### config.mk
export PLATFORM = sky130hd
export DESIGN_NAME = lcd_read_object
export DESIGN_NICKNAME = d
export VERILOG_FILES = /design/src/rtl/lcd_read_object.sv
export SDC_FILE = /design/constraint.sdc
export NUM_CORES = 1
export LEC_CHECK = 0
export BUFFER_PORTS_ARGS = -buffer_cell sky130_fd_sc_hd__buf_2
export CORE_UTILIZATION = 59
export CTS_BUF_LIST = sky130_fd_sc_hd__clkbuf_8 sky130_fd_sc_hd__clkbuf_16
export DETAILED_ROUTE_END_ITERATION = 16
export GPL_TIMING_DRIVEN = 0
export PLACE_DENSITY = 0.84
export SETUP_SLACK_MARGIN = 0.1
export SKIP_LAST_GASP = 1
export SYNTH_ARGS = -nofsm -noshare
export SYNTH_HDL_FRONTEND = slang
export SYNTH_SLANG_ARGS = --single-unit
### constraint.sdc
create_clock -name clk -period 3.72 [get_ports clk]
set_clock_uncertainty 0.15 [all_clocks]
set_input_delay 0.186 -clock clk [delete_from_list [all_inputs] [get_ports clk]]
set_output_delay 0.186 -clock clk [all_outputs]
set_load 0.1 [all_outputs]
### src/rtl/lcd_read_object.sv
// lcd_read_object: read-side HD44780 bus sequencer. Performs either a status
// read (busy flag + address counter) or a DDRAM data read at a given address.
// A data read sets the DDRAM address, polls the busy flag until it clears and
// then fetches the character. The block owns the bus only between request
// accept and the response pulse.
module lcd_read_object #(
  parameter int EN_CYC   = 4,
  parameter int GAP_CYC  = 4,
  parameter int POLL_MAX = 255
) (
  input  logic       clk,
  input  logic       rst,
  input  logic       req_valid,
  output logic       req_ready,
  input  logic       req_mode,
  input  logic [6:0] req_addr,
  output logic       rsp_valid,
  output logic [7:0] rsp_data,
  output logic       rsp_timeout,
  output logic [7:0] lcd_data_out,
  output logic       lcd_data_oe,
  input  logic [7:0] lcd_data_in,
  output logic       lcd_rs,
  output logic       lcd_rw,
  output logic       lcd_en
);

  // One bus access: a setup cycle, EN_CYC strobe cycles, GAP_CYC recovery cycles.
  localparam int ACC_LEN = 1 + EN_CYC + GAP_CYC;
  localparam int CW      = $clog2(ACC_LEN);

  localparam logic [CW-1:0] EN_LAST  = CW'(EN_CYC);
  localparam logic [CW-1:0] ACC_LAST = CW'(ACC_LEN - 1);
  localparam logic [7:0]    POLL_LIM = 8'(POLL_MAX);

  typedef enum logic [2:0] {
    S_IDLE,
    S_STAT,
    S_ADDR,
    S_POLL,
    S_DRD,
    S_DONE
  } state_t;

  state_t        state_q, state_d;
  logic [CW-1:0] cnt_q, cnt_d;
  logic [7:0]    poll_cnt_q, poll_cnt_d;
  logic [7:0]    sample_q, sample_d;
  logic          en_q, en_d;
  logic          rs_q, rs_d;
  logic          rw_q, rw_d;
  logic          oe_q, oe_d;
  logic [7:0]    data_out_q, data_out_d;
  logic          rsp_valid_q, rsp_valid_d;
  logic [7:0]    rsp_data_q, rsp_data_d;
  logic          rsp_timeout_q, rsp_timeout_d;
  logic          req_ready_q, req_ready_d;

  logic          finish_now;
  logic [7:0]    finish_data;
  logic          finish_tmo;

  // Next-state and next-output computation; every bus pin is registered so the
  // strobe timing is glitch free and rs/rw/oe only move while en is low.
  always_comb begin
    state_d       = state_q;
    cnt_d         = cnt_q;
    poll_cnt_d    = poll_cnt_q;
    sample_d      = sample_q;
    en_d          = 1'b0;
    rs_d          = rs_q;
    rw_d          = rw_q;
    oe_d          = oe_q;
    data_out_d    = data_out_q;
    rsp_valid_d   = 1'b0;
    rsp_data_d    = rsp_data_q;
    rsp_timeout_d = rsp_timeout_q;
    req_ready_d   = 1'b0;
    finish_now    = 1'b0;
    finish_data   = 8'h00;
    finish_tmo    = 1'b0;

    case (state_q)
      S_IDLE: begin
        req_ready_d = 1'b1;
        if (req_valid && req_ready_q) begin
          req_ready_d = 1'b0;
          cnt_d       = '0;
          rs_d        = 1'b0;
          if (req_mode) begin
            state_d    = S_ADDR;
            rw_d       = 1'b0;
            oe_d       = 1'b1;
            data_out_d = 8'h80 | {1'b0, req_addr};
          end else begin
            state_d = S_STAT;
            rw_d    = 1'b1;
            oe_d    = 1'b0;
          end
        end
      end

      S_STAT, S_ADDR, S_POLL, S_DRD: begin
        if (cnt_q == EN_LAST) begin
          sample_d = lcd_data_in;
          if (state_q == S_ADDR) begin
            oe_d = 1'b0;
          end
        end
        if (cnt_q != ACC_LAST) begin
          cnt_d = cnt_q + CW'(1);
          en_d  = (cnt_d <= EN_LAST);
        end else begin
          cnt_d = '0;
          case (state_q)
            S_STAT: begin
              finish_now  = 1'b1;
              finish_data = sample_q;
            end
            S_ADDR: begin
              state_d    = S_POLL;
              poll_cnt_d = 8'h00;
              rs_d       = 1'b0;
              rw_d       = 1'b1;
              oe_d       = 1'b0;
            end
            S_POLL: begin
              if (!sample_q[7]) begin
                state_d = S_DRD;
                rs_d    = 1'b1;
                rw_d    = 1'b1;
                oe_d    = 1'b0;
              end else if (poll_cnt_q < POLL_LIM) begin
                poll_cnt_d = poll_cnt_q + 8'd1;
              end else begin
                finish_now  = 1'b1;
                finish_data = 8'h00;
                finish_tmo  = 1'b1;
              end
            end
            default: begin
              finish_now  = 1'b1;
              finish_data = sample_q;
            end
          endcase
        end
      end

      S_DONE: begin
        state_d     = S_IDLE;
        req_ready_d = 1'b1;
      end

      default: begin
        state_d     = S_IDLE;
        req_ready_d = 1'b1;
        rs_d        = 1'b0;
        rw_d        = 1'b1;
        oe_d        = 1'b0;
      end
    endcase

    if (finish_now) begin
      state_d       = S_DONE;
      rsp_valid_d   = 1'b1;
      rsp_data_d    = finish_data;
      rsp_timeout_d = finish_tmo;
      rs_d          = 1'b0;
      rw_d          = 1'b1;
      oe_d          = 1'b0;
    end
  end

  // State and output registers; reset parks the bus in idle read mode at once.
  always_ff @(posedge clk or posedge rst) begin
    if (rst) begin
      state_q       <= S_IDLE;
      cnt_q         <= '0;
      poll_cnt_q    <= 8'h00;
      sample_q      <= 8'h00;
      en_q          <= 1'b0;
      rs_q          <= 1'b0;
      rw_q          <= 1'b1;
      oe_q          <= 1'b0;
      data_out_q    <= 8'h00;
      rsp_valid_q   <= 1'b0;
      rsp_data_q    <= 8'h00;
      rsp_timeout_q <= 1'b0;
      req_ready_q   <= 1'b1;
    end else begin
      state_q       <= state_d;
      cnt_q         <= cnt_d;
      poll_cnt_q    <= poll_cnt_d;
      sample_q      <= sample_d;
      en_q          <= en_d;
      rs_q          <= rs_d;
      rw_q          <= rw_d;
      oe_q          <= oe_d;
      data_out_q    <= data_out_d;
      rsp_valid_q   <= rsp_valid_d;
      rsp_data_q    <= rsp_data_d;
      rsp_timeout_q <= rsp_timeout_d;
      req_ready_q   <= req_ready_d;
    end
  end

  assign req_ready    = req_ready_q;
  assign rsp_valid    = rsp_valid_q;
  assign rsp_data     = rsp_data_q;
  assign rsp_timeout  = rsp_timeout_q;
  assign lcd_data_out = data_out_q;
  assign lcd_data_oe  = oe_q;
  assign lcd_rs       = rs_q;
  assign lcd_rw       = rw_q;
  assign lcd_en       = en_q;

endmodule

==> Word-level counts from Yosys, hierarchy flattened <==
Index checks and enable logic that the tools add are counted.
Widths: inputs -> output; s select.
{ "op_classes": {"n_eq_ne": 15, "bitwise": 1, "add_sub_neg": 2, "mux": 50, "n_reduce_logical": 13, "order_cmp": 2} }
{ "ops": {"columns": ["cell", "count"], "rows": [
  ["$mux 8", 5],
  ["$mux 1", 26],
  ["$pmux 8 s2", 1],
  ["$mux 3", 4],
  ["$ne 4x4->1 const B", 3],
  ["$pmux 3 s2", 2],
  ["$pmux 1 s2", 5],
  ["$reduce_and 5->1", 2],
  ["$pmux 1 s3", 3],
  ["$add 8x1->8 const B", 1],
  ["$lt 8x8->1 const B", 1],
  ["$mux 4", 2],
  ["$ne 2x2->1 const B", 4],
  ["$pmux 4 s2", 1],
  ["$eq 3x2->1 const B", 2],
  ["$eq 3x3->1 const B", 2],
  ["$ne 3x3->1 const B", 2],
  ["$reduce_and 2->1", 3],
  ["$add 4x1->4 const B", 1],
  ["$eq 4x3->1 const B", 1],
  ["$le 4x3->1 const B", 1],
  ["$reduce_and 4->1", 1],
  ["$reduce_bool 2->1", 2],
  ["$reduce_or 4->1", 1],
  ["other kinds (7)", 7]
]} }
{ "word_totals": {"reg_bits": 46, "output_inout_bits": 23, "wordCells": 96, "inputBits": 19} }

==> Longest topological paths before layout <==
{ "logic_depth": {"ltp_word": 8, "ltp_mapped": 9, "mapped_depth_nobuf": 7} }

==> Worst setup path after synthesis <==
No wires, ideal clock.
{ "synth_path": {"path_type": "register to register", "from": "register req_ready_q, in the netlist req_ready", "to": "register rs_q, in the netlist lcd_rs", "path_buffers": 0, "stages_incl_launch_ff": 6, "t_required_ns": 3.494, "setup_time_ns": 0.076, "arrival_ns": 1.856, "setup_slack_ns": 1.638, "synth_period_minus_slack_ns": 2.082, "path_cell_list": "dfstp_2 > nand2_1 > o21a_1 > a31o_2 > a2111o_1 > o21ai_1"} }
{ "synth_between": {"elab_chain_len": 3} }
{ "synth_rtl": {"columns": ["item", "line_no", "text"], "rows": [
  ["start: declaration", "57", "logic req_ready_q, req_ready_d;"],
  ["start signal: assignment", "203", "req_ready_q <= req_ready_d;"],
  ["$logic_and 1x1->1", "86", "if (req_valid && req_ready_q) begin"],
  ["$ne 3x3->1 (no line)", null, null],
  ["$reduce_and 5->1 (no line)", null, null],
  ["end signal: assignment", "196", "rs_q <= rs_d;"],
  ["end: declaration", "50", "logic rs_q, rs_d;"]
]} }
No other way between the ends.
A chain may end at the register's enable or synchronous reset.

==> Final worst setup path <==
{ "layout_path": {"from": "register cnt_q[0]", "to": "register rsp_data_q[2], in the netlist rsp_data[2]"} }
{ "layout_between": {"elab_chain_len": 3, "elab_cells_between_ends": 5, "cone_classes": "eq/ne: 1; mux: 4"} }
{ "layout_rtl": {"columns": ["item", "line_no", "text"], "rows": [
  ["start: declaration", "46", "logic [CW-1:0] cnt_q, cnt_d;"],
  ["start signal: assignment", "192", "cnt_q <= cnt_d;"],
  ["$ne 4x4->1 (*)", "110", "if (cnt_q != ACC_LAST) begin"],
  ["$mux 8 or $mux 1 (tied branches)", "110", null],
  ["$mux 8 or $mux 1 (tied branches)", "83", "case (state_q)"],
  ["end signal: assignment", "201", "rsp_data_q <= rsp_data_d;"],
  ["end: declaration", "55", "logic [7:0] rsp_data_q, rsp_data_d;"]
]} }
Mark *: on every way between the ends. The rest lies on a longest branch, timed or not.

==> results.md <==
* Run status: finished, final reports clean
* Mapped Area at 0.00232 mm2
* Seq/Total Area, Yosys at 49.7%
* Yosys reg bits at 46
* # rows at 22
* Async S/R FF share, synth at 100%
* Critical Path Fanout Max at 10
* Fillcell total at 215
* Nets at 307
* Gr busiest metal: met2
* IO buf count at 41
* Worst hold path class: in2reg
* Synth top area share at 47.4%
* Layout cell share with drive strength beyond 1 at 29.0%
* Worst-margin pin slew at 632 ps
* Ant diodes at 0
* Met2 usage at 47.9%
* DRC violations left at 0
* Minimum clock period at 2370 ps
* CP max stage delay at 410 ps
* Met1 Resource Use GR at 36.8%
* Clock slew at reported path FFs at 80 ps
* F_max at 0.422 GHz
* Starting density of the core at 62.5%
* Clk root buf: clkbuf_8
* Finished Layout Cells at 334
* Drt initial violations at 174
* Routing usage on met3 at 7.75%
* HPWL Detailed at 3.43 mm
* Setup bufs post-CTS at 0
* RSZ-0062 raised after global routing: false
* Post-cts resize count at 0
* Max Cap Violations at 0
* Routed len/inst at 16.2 um
* Gr usage total at 29.2%
* Delay-heaviest family, CP: simple AND/OR/NAND/NOR gates
* Post-synth EDFFs at 0
* Min-Delay Path Depth at 3
* Path depth of the worst reg2reg path at 9
* CP Data Arrival Time at 2380 ps
* Synth cell types at 47
* Commonest non-fill, non-tap cells in the layout: buf_2 (46), dfrtp_1 (44), nand2_1 (35)
* Cts bufs inserted at 5
* Remaining global-route overflow at 0
* Post-DRT Antenna Nets at 0
* Syn nets at 242
* Synth Area per Inst at 10.5 um2
* Fin crit share at 63.6%
* Vias in the first global route at 1,857
* Core box area at 0.00372 mm2
* Multi-input gate area at 0.00105 mm2
* Sequential cell area at 0.00115 mm2
* CTS tree: done
* Routed vias at 1,885
* First-pass detailed-route iteration total at 4
* Placed inst area at 0.00261 mm2
* H-tree depth reported by CTS at 2
* I/O Pins at 42
* CP startpoint kind: flop
* Drt total wl at 5.40 mm
* Final setup vio count at 0
* Ys Warns at 0
* Slew Viols, Final at 0
* Most common cell after layout, fill and taps aside: buf_2
* Crit path max-delay cell type: dfrtp_1
* Inst Count DP at 310
* Fin area at 0.00285 mm2
* Mapped Cells at 220
* Largest net degree at the start of global routing at 32
* Final Hold Fails at 0
* # hold bufs at CTS at 16
* Dominant cells by area after synthesis: dfrtp_1 (47%), nand2_1 (5.7%), mux2_4 (4.5%)
* Fin Setup TNS at 0 ps
* Clk_lat worst skew at 290 ps
* Critical Path Stages at 9
* CP Class: reg2reg
* CTS Sinks at 46
* Clock Path Buffers at 2
* Vias per cell at 5.64
* Crit path required time at 3730 ps
* Top_reg_cell synth: dfrtp_1
* Initial antenna violation count at 0
* Final RePlAce weighted congestion at 0.834
* Critical path endpoint category: flop
* First-pass GRT wire length at 9.05 mm
* Synth area leader: dfrtp_1
* Cells along the critical path: inv_1, ha_1, and4bb_2, nor4b_2, a21oi_1, buf_2, buf_4, nand2_1, o21ai_0
* Total die area at 0.00419 mm2
* Die X at 64.7 um
* Chip height at 64.7 um
* Bufs and invs on worst path at 3
* Relative slew slack at 57.6%
* Syn-to-layout area delta at 22.7%
-- layer usage --
| metal | vias to the layer above | wire, um |
|---|---|---|
| met5 | - | 0 |
| met3 | 14 | 308 |
| met4 | 0 | 122 |
| li1 | 903 | - |
| met2 | 69 | 2660 |
| met1 | 899 | 2310 |
-- synthesized netlist by cell type, drive strengths merged, types with 2 or more instances --
cell type / instances
o21ai: 23
ha: 3
a32o: 2
inv: 8
nand4: 3
xor2: 2
nand2: 36
o2111ai: 2
or2: 2
nor3: 3
xnor2: 6
or3: 2
mux2: 15
dfrtp: 44
nand2b: 3
buf: 11
a211oi: 4
o21a: 2
nand3: 10
a21oi: 7
dfstp: 2
nor2: 14
-- cell type report --
class / instances / area share [%]
plain buffers: 12 / 3.12
clock buffers: 5 / 2.42
clock inverters: 3 / 0.483
inverters: 8 / 1.05
multi-input cells: 154 / 36.8
flip-flops and latches: 46 / 40.5
well taps: 48 / 2.11
repair buffers: 58 / 13.5
-- path summary, 6_finish.rpt --
path	from	to	slack, ps
worst max-delay path	cnt_q[0]	rsp_data[2]	1350
worst min-delay path	req_mode	state_q[1]	170
worst max register to register	cnt_q[0]	rsp_data[2]	1350
worst min register to register	lcd_data_out[7]	lcd_data_out[7]	340
max in group asynchronous	rst	lcd_rw	2620
min in group asynchronous	rst	lcd_data_out[0]	260
-- registers in the layout, summed over array words and instances, names as in the netlist, 3 cells and up --
register,cells
state_q,3
sample_q,8
rsp_data,8
lcd_data_out,8
cnt_q,4
poll_cnt_q,8
-- tightest hold or removal path, cell delays in order --
cell and delay, ps:
buf_2 130, o2111ai_1 190, o2bb2ai_1 70
-- stage by stage --
| step | hold WS (ps) | utilization [%] | setup WS [ps] |
|---|---|---|---|
| 2_1_floorplan | 153 | - | 1640 |
| 3_3_place_gp | 251 | 69.6 | 1500 |
| 3_5_place_dp | 31.1 | 70.1 | 1440 |
| 4_1_cts | 163 | 76.7 | 1420 |
| 5_1_grt | 179 | 76.7 | 1230 |
| 6_report | 174 | 76.7 | 1350 |
-- cells by family after synthesis --
family	after synthesis	share of synthesized area (%)
simple gates	78	17.1
xor+xnor	8	3.02
flops	46	49.7
fa+ha+maj	3	1.62
compound gates	50	15.0
buf+inv	20	5.12
mux	15	8.41
Power is not shown: default switching activity piles up to over one toggle a cycle in this logic, so the estimate is an artifact.
